==> config.mk <==
export PLATFORM = sky130hd
export DESIGN_NAME = mux_rr_arbiter
export DESIGN_NICKNAME = d
export VERILOG_FILES = /design/src/rtl/mux_arb_pkg.sv /design/src/rtl/mux_rr_arbiter_mux4.sv /design/src/rtl/mux_rr_arbiter_rr_pick.sv /design/src/rtl/mux_rr_arbiter.sv
export SDC_FILE = /design/constraint.sdc
export NUM_CORES = 1
export LEC_CHECK = 0
export ABC_AREA = 1
export CAP_MARGIN = 20
export CORE_MARGIN = 2
export CORE_UTILIZATION = 38
export DETAILED_ROUTE_END_ITERATION = 8
export PLACE_DENSITY = 0.8
export SYNTH_ARGS = -nofsm -noshare
export SYNTH_HDL_FRONTEND = slang
export SYNTH_SLANG_ARGS = --single-unit
==> constraint.sdc <==
create_clock -name clk -period 3.18 [get_ports clk]
set_clock_uncertainty 0.1 [all_clocks]
set_input_delay 0.954 -clock clk [delete_from_list [all_inputs] [get_ports clk]]
set_output_delay 0.954 -clock clk [all_outputs]
set_load 0.01 [all_outputs]
==> src/rtl/mux_arb_pkg.sv <==
// Shared constants and types for the round-robin Mux arbiter.
//   N_REQ       : number of requesters (fixed at 4, matches the 4:1 Mux)
//   SEL_W       : select width
//   arb_state_t : IDLE / BUSY
//   sel_t       : requester index / Mux select
//   onehot()    : index -> one-hot requester mask
package mux_arb_pkg;
  localparam int N_REQ = 4;
  localparam int SEL_W = $clog2(N_REQ);

  typedef enum logic {IDLE = 1'b0, BUSY = 1'b1} arb_state_t;
  typedef logic [SEL_W-1:0] sel_t;

  function automatic logic [N_REQ-1:0] onehot(input sel_t s);
    onehot    = '0;
    onehot[s] = 1'b1;
  endfunction
endpackage

==> src/rtl/mux_rr_arbiter_mux4.sv <==
// One-bit 4:1 Mux; the arbiter instantiates one per data bit.
//   i_d   : one bit from each requester
//   i_sel : select
//   o_y   : selected bit
module mux4
  import mux_arb_pkg::*;
(
  input  logic [N_REQ-1:0] i_d,
  input  sel_t             i_sel,
  output logic             o_y
);
  assign o_y = i_d[i_sel];
endmodule

==> src/rtl/mux_rr_arbiter_rr_pick.sv <==
// Combinational round-robin picker.
//   i_mask  : candidate requesters
//   i_start : index searched first; scan wraps modulo N_REQ
//   o_found : any candidate present
//   o_idx   : first candidate at or after i_start
module rr_pick
  import mux_arb_pkg::*;
(
  input  logic [N_REQ-1:0] i_mask,
  input  sel_t             i_start,
  output logic             o_found,
  output sel_t             o_idx
);
  always_comb begin
    o_found = 1'b0;
    o_idx   = i_start;
    for (int k = 0; k < N_REQ; k++) begin
      // sel_t addition wraps naturally because N_REQ is a power of two
      if (!o_found && i_mask[i_start + sel_t'(k)]) begin
        o_found = 1'b1;
        o_idx   = i_start + sel_t'(k);
      end
    end
  end
endmodule

==> src/rtl/mux_rr_arbiter.sv <==
// Round-robin arbiter sharing a 4:1 Mux datapath between four requesters.
// Picks a pending requester, drives the registered Mux select, presents the
// word under valid/ready and pulses grant to the winner on accept. On accept
// it re-arbitrates in the same cycle, so streams run with no bubbles.
// Optional macro MUX_ARB_LOCK_EN: a locked owner may keep the grant for up
// to MAX_HOLD consecutive beats.
// Ports:
//   clk, rst_n : clock, async active-low reset
//   req        : per-requester request, held until its grant pulses
//   data_in    : packed data, slice i belongs to req[i]
//   lock       : ownership lock (only with MUX_ARB_LOCK_EN)
//   select     : registered Mux select = current owner
//   out_valid  : downstream valid
//   out_data   : data_in slice at select
//   out_ready  : downstream accept
//   grant      : one-hot pulse on the accept cycle
module mux_rr_arbiter
  import mux_arb_pkg::*;
#(
  parameter int DATA_W   = 8,
  parameter int MAX_HOLD = 4
) (
  input  logic                    clk,
  input  logic                    rst_n,
  input  logic [N_REQ-1:0]        req,
  input  logic [N_REQ*DATA_W-1:0] data_in,
  input  logic [N_REQ-1:0]        lock,
  output logic [SEL_W-1:0]        select,
  output logic                    out_valid,
  output logic [DATA_W-1:0]       out_data,
  input  logic                    out_ready,
  output logic [N_REQ-1:0]        grant
);
  arb_state_t       r_state, w_nxt_state;
  sel_t             r_sel, w_nxt_sel, r_ptr, w_nxt_ptr;
  logic             w_busy, w_accept, w_viol, w_keep, w_found;
  sel_t             w_sel_p1, w_start, w_win;
  logic [N_REQ-1:0] w_mask;

  assign w_busy   = (r_state == BUSY);
  assign w_sel_p1 = r_sel + 1'b1;
  // An owner that dropped its request is a protocol violation, never an accept
  assign w_accept = w_busy & out_ready & req[r_sel];
  assign w_viol   = w_busy & ~req[r_sel];

  // One picker serves both the IDLE pick and the back-to-back pick
  assign w_mask  = w_busy ? (req & ~onehot(r_sel)) : req;
  assign w_start = w_busy ? w_sel_p1 : r_ptr;

  rr_pick u_pick (
    .i_mask  (w_mask),
    .i_start (w_start),
    .o_found (w_found),
    .o_idx   (w_win)
  );

`ifdef MUX_ARB_LOCK_EN
  localparam int HOLD_W = (MAX_HOLD > 1) ? $clog2(MAX_HOLD) : 1;
  logic [HOLD_W-1:0] r_hold, w_nxt_hold;

  assign w_keep = w_accept & lock[r_sel] & (r_hold < HOLD_W'(MAX_HOLD - 1));

  always_comb begin
    w_nxt_hold = r_hold;
    if (w_keep)                         w_nxt_hold = r_hold + 1'b1;
    else if (w_viol || w_accept)        w_nxt_hold = '0;
  end

  always_ff @(posedge clk or negedge rst_n) begin
    if (!rst_n) r_hold <= '0;
    else        r_hold <= w_nxt_hold;
  end
`else
  logic w_unused;
  assign w_unused = ^{lock, MAX_HOLD[0]};
  assign w_keep   = 1'b0;
`endif

  // State register
  always_ff @(posedge clk or negedge rst_n) begin
    if (!rst_n) begin
      r_state <= IDLE;
      r_sel   <= '0;
      r_ptr   <= '0;
    end else begin
      r_state <= w_nxt_state;
      r_sel   <= w_nxt_sel;
      r_ptr   <= w_nxt_ptr;
    end
  end

  // Next-state logic
  always_comb begin
    w_nxt_state = r_state;
    w_nxt_sel   = r_sel;
    w_nxt_ptr   = r_ptr;
    case (r_state)
      IDLE: if (w_found) begin
        w_nxt_state = BUSY;
        w_nxt_sel   = w_win;
      end
      BUSY: begin
        if (w_viol) begin
          w_nxt_state = IDLE;
        end else if (w_accept && !w_keep) begin
          w_nxt_ptr = w_sel_p1;
          if (w_found) w_nxt_sel   = w_win;
          else         w_nxt_state = IDLE;
        end
      end
      default: w_nxt_state = IDLE;
    endcase
  end

  // Outputs
  always_comb begin
    out_valid = w_busy;
    grant     = w_accept ? onehot(r_sel) : '0;
  end
  assign select = r_sel;

  // Bit-sliced Mux: column b gathers bit b of every requester's word
  logic [DATA_W-1:0][N_REQ-1:0] w_col;
  for (genvar b = 0; b < DATA_W; b++) begin : g_bit
    for (genvar i = 0; i < N_REQ; i++) begin : g_req
      assign w_col[b][i] = data_in[i*DATA_W + b];
    end
    mux4 u_mux (
      .i_d   (w_col[b]),
      .i_sel (r_sel),
      .o_y   (out_data[b])
    );
  end
endmodule

### Yosys cells after proc, flatten, opt, wreduce, memory -nomap -nowiden

Cells that the tools add are included.

| operators by class | value |
|---|---|
| equal/unequal tests | 2 |
| bitwise logic cells | 8 |
| magnitude comparators | 6 |
| reduce and logical (&&, ||, !) cells | 9 |
| multiplexer cells | 46 |
| $add $sub $neg | 4 |

Operator list:

| operator | number |
|---|---|
| 1-bit binary-select mux with 2-bit select | 13 |
| 1-bit 2-to-1 mux | 21 |
| 2-bit by 3-bit less-than comparator with 1-bit output, second input constant | 5 |
| 2-bit 2-to-1 mux | 7 |
| 4-bit 2-to-1 mux | 2 |
| 2-bit by 1-bit adder with 2-bit output, second input constant | 2 |
| 2-bit adder, second input constant | 2 |
| 4-bit bitwise AND | 1 |
| 1-bit logical AND | 4 |
| 4-bit inverter | 1 |
| 2-bit case mux with 2 select lines | 1 |
| 1-bit bitwise AND | 3 |
| 1-bit logical NOT | 3 |
| 1-bit inverter | 3 |
| 3-bit AND reduction | 1 |
| 1-bit demux with 2-bit select | 1 |
| 2-bit by 1-bit greater-or-equal comparator with 1-bit output, second input constant | 1 |
| 2-bit by 1-bit != test with 1-bit output, second input constant | 1 |
| 2-bit != test, second input constant | 1 |
| 1-bit case mux with 2 select lines | 1 |
| 2-bit AND reduction | 1 |

| storage, ports and cells | value |
|---|---|
| input port bits | 43 |
| logic and storage cells | 78 |
| bits in registers | 5 |
| output and inout bits | 15 |

### Depth between registers and ports, before layout

| depth | value |
|---|---|
| depth in word-level cells | 23 |
| gate-level depth with buffers | 18 |
| gate-level depth less buffers | 16 |

### Modules after synthesis

From an unflattened synthesis, not the netlist that was laid out.

| unflattened totals | value |
|---|---|
| cell total of the unflattened synthesis | 222 |
| area, all modules | 1,113.6 µm² |

By module, submodules not included:

| module | seq. area each (µm²) | times used | area each (µm²) | cells an instance |
|---|---|---|---|---|
| mux_rr_arbiter | 125.1 | 1 | 420.4 | 55 |
| mux4 | 0.0 | 8 | 51.3 | 13 |
| rr_pick | 0.0 | 1 | 282.8 | 63 |

### Least setup slack after synthesis

No wires, ideal clock.

| timing | value |
|---|---|
| path type | input -> output |
| start point | input port req[1] |
| end point | output port grant[0] |
| data arrival time | 1.575 ns |
| stages | 6 |
| buffers on the path | 0 |
| path slack | 0.551 ns |
| data required time | 2.126 ns |
| cell sequence | inv_1 > a21oi_1 > o21ai_0 > nand2_1 > nand3_2 > nor2_1 |

| between the ends | value |
|---|---|
| longest elaborated chain between the ends | 4 |

Ends and longest elaborated chain:

| element | RTL line | RTL |
|---|---|---|
| start, declared | mux_rr_arbiter.sv:25 | `input logic [N_REQ-1:0] req,` |
| 1-bit binary-select mux with 2-bit select | mux_rr_arbiter.sv:43 | `assign w_accept = w_busy & out_ready & req[r_sel];` |
| 1-bit 2-to-1 mux (implied by the code) | mux_rr_arbiter.sv:43 |  |
| 1-bit bitwise AND | mux_rr_arbiter.sv:43 |  |
| 4-bit 2-to-1 mux | mux_rr_arbiter.sv:118 | `grant = w_accept ? onehot(r_sel) : '0;` |
| end, declared | mux_rr_arbiter.sv:32 | `output logic [N_REQ-1:0] grant` |

Every way passes these cells. The select of a mux whose other input is x is not followed.

### Worst setup path in the final report

| timing | value |
|---|---|
| start point | input port req[3] |
| end point | output port grant[0] |

The elaborated chain is that of the path after synthesis.

==> results.cfg <==
[sta]
period_share = 0.964
report.final.slew_viol_count = 0
tightest_slew_ps = 703
min_period_ps = 3070
setup_viol = 0
fmax_mhz = 326
hold_ws_ps = 423
timing.final.hold_violations = 0
setup_slack_ps = 114
rsz0062_at_grt = no
relSlewSlack = 0.528

[setup_path]
end_kind = primary output
critical_path_class = in2out
crit_path_start_kind = input port
critical_path.max_fanout = 6
worstPathRequired_ps = 2130
cp.arrival_ps = 2010

[power_and_ir_drop]
p_leak_nw = 0.777
power_frac_comb = 0.868
power_frac_seq = 0.084
powerDensity_nw_per_um2 = 1000
p_int_uw = 669
ir_drop_v = 0.000784
switchingPower_uw = 862
switching_share = 0.563
clockPowerShare = 0.048
total_power_mw = 1.53

[global_routing]
grt_use_met1 = 0.259
use_met3 = 0.0256
grt_usage = 0.186
use_met2 = 0.306
grt_first_pass_wirelength_um = 4820
grt_overflow = 0
antenna_found_initial = 0
busiest_layer = met2
grt_max_degree = 15
grt_pass1_vias = 1126

[cts]
holdBufCountCts = 0
tritoncts = yes
clock_latency_ps = 240
clock-root-buffer = clkbuf_4
cts_buffers = 3
cts_buffer_depth = 2
clkTransAtPathRegs_ps = 40
h-tree-depth = 1
cts.sinks = 5

[logic_synthesis]
synth_edf_count = 0
yosysSeqAreaShare = 0.124
yosys.area.top_type_share = 0.245
synth_cell_type_count = 20
ys_top_cells_by_area = nand2_1 25%, dfrtp_1 12%, o21ai_0 9.4%
synthArstFlopShare = 1.00
yosysTopAreaCell = nand2_1
ys_warn_count = 0
syn_avg_cell_area_um2 = 5.35
synthesis.nets = 236
synth.most_common_cell = nand2_1
ys.flop_type = dfrtp_1
syn_area_um2 = 1010
ys_top_cells_by_count = 66 x nand2_1, 24 x nor2_1, 19 x o21ai_0, 15 x inv_1, 11 x nand3_1
ys_seq_elements = 5
netlist_instances = 189

[die]
placeableCoreArea_um2 = 2500
die_area_um2 = 3090
io-pin-count = 58
die_w_um = 55.6
floorplan.rows = 18
initial_core_util = 0.404
die_h_um = 55.6

[detailed_routing]
drt-total-wl_um = 2810
vias_per_cell = 4.72
vias = 1270
first_pass_iters = 6
drtIter0Drc = 56
wl_per_cell_um = 10.5
ant_nets = 0
remaining_drc_errors = 0

[cells_and_area]
area_delta_synth_final_pct = 51.4
final_core_util = 0.612
drive_above_1_share = 0.117
num-nets-final = 287
diodes = 0

[hold_path]
hold_class = reg2reg

[placed_design]
place_ws_ps = -466
io_buffers = 53
dp_hpwl_um = 2330
place.gp.congestion = 0.818

[outcome]
outcome = completed

[flow_run]
maxCapViolCount = 0
final timing paths:
path,start,end,slack (ps),cells after the start
min in group asynchronous,rst_n,select[1],830,1
max reg2reg,select[0],select[0],820,16
min reg2reg,r_ptr[1],r_ptr[1],420,2
max in group asynchronous,rst_n,r_ptr[0],1960,1
min,r_ptr[1],r_ptr[1],420,2
max,req[3],grant[0],110,6
state kept, by name, indices dropped and copies added, names as in the netlist:
name       flops
out_valid      1
select         2
r_ptr          2
routing by layer:
| metal | share of wire | routed length [um] |
|---|---|---|
| met1 | 0.48 | 1360 |
| met5 | 0 | 0 |
| met3 | 0.047 | 131 |
| met4 | 0 | 0 |
| met2 | 0.47 | 1320 |
repair_timing:
action	in CTS	in global routing
resized for setup	27	0
endpoints found under the setup margin	12	0
buffers inserted	1	0
placed cells by master, fill, tap and decap left out:
cell type / instances
buf_2: 4
o21ai_0: 18
clkbuf_4: 3
nand2_2: 9
nand2_1: 66
nand4_1: 2
nand3_1: 11
inv_1: 15
dfrtp_1: 5
clkbuf_1: 1
o21ai_1: 3
clkinv_1: 1
nor2_1: 24
and2_4: 1
ha_1: 4
buf_4: 9
o22ai_1: 8
nand3_2: 2
a21oi_1: 4
clkdlybuf4s50_1: 39
dlygate4sd2_1: 10
worst max-delay path: stages:
cell,delay [ps]
clkdlybuf4s50_1,480
o21ai_1,60
nand2_1,110
nand3_2,140
nor2_1,130
buf_2,140
power by group through the flow:
| stage | clock [mW] | sequential (mW) | combinational (mW) |
|---|---|---|---|
| finish | 0.0735 | 0.129 | 1.33 |
| global route | 0.0822 | 0.133 | 1.51 |
| CTS | 0.0747 | 0.130 | 1.33 |
| detailed placement | 0 | 0.131 | 1.37 |
| global placement | 0 | 0.129 | 1.36 |
| floorplan | 0 | 0.136 | 1.03 |
stage by stage:
stage          TNS, ps  std cells  area [um^2]
3_3_place_gp     -2180        264         1530
6_report             0        269         1530
5_1_grt              0        269         1530
4_1_cts              0        269         1530
2_1_floorplan        0        189         1010
3_5_place_dp     -2390        264         1530
layout make-up:
cell class | instances | area [um^2]
flip-flops and latches | 5 | 125
inverters | 16 | 60.1
fillers | 261 | 970
repair buffers | 62 | 566
multi-input cells | 152 | 716
well taps | 30 | 37.5
clock buffers | 4 | 26.3
cells by family after synthesis:
kind of cell             count (synthesis)  share of synthesized area
buffers and inverters                   32                      0.168
AO/OA/AOI/OAI                           33                      0.173
AND/OR/NAND/NOR                        115                      0.485
flip-flops                               5                      0.124
adder cells (fa/ha/maj)                  4                     0.0495
(Power assumes the default switching activity.)
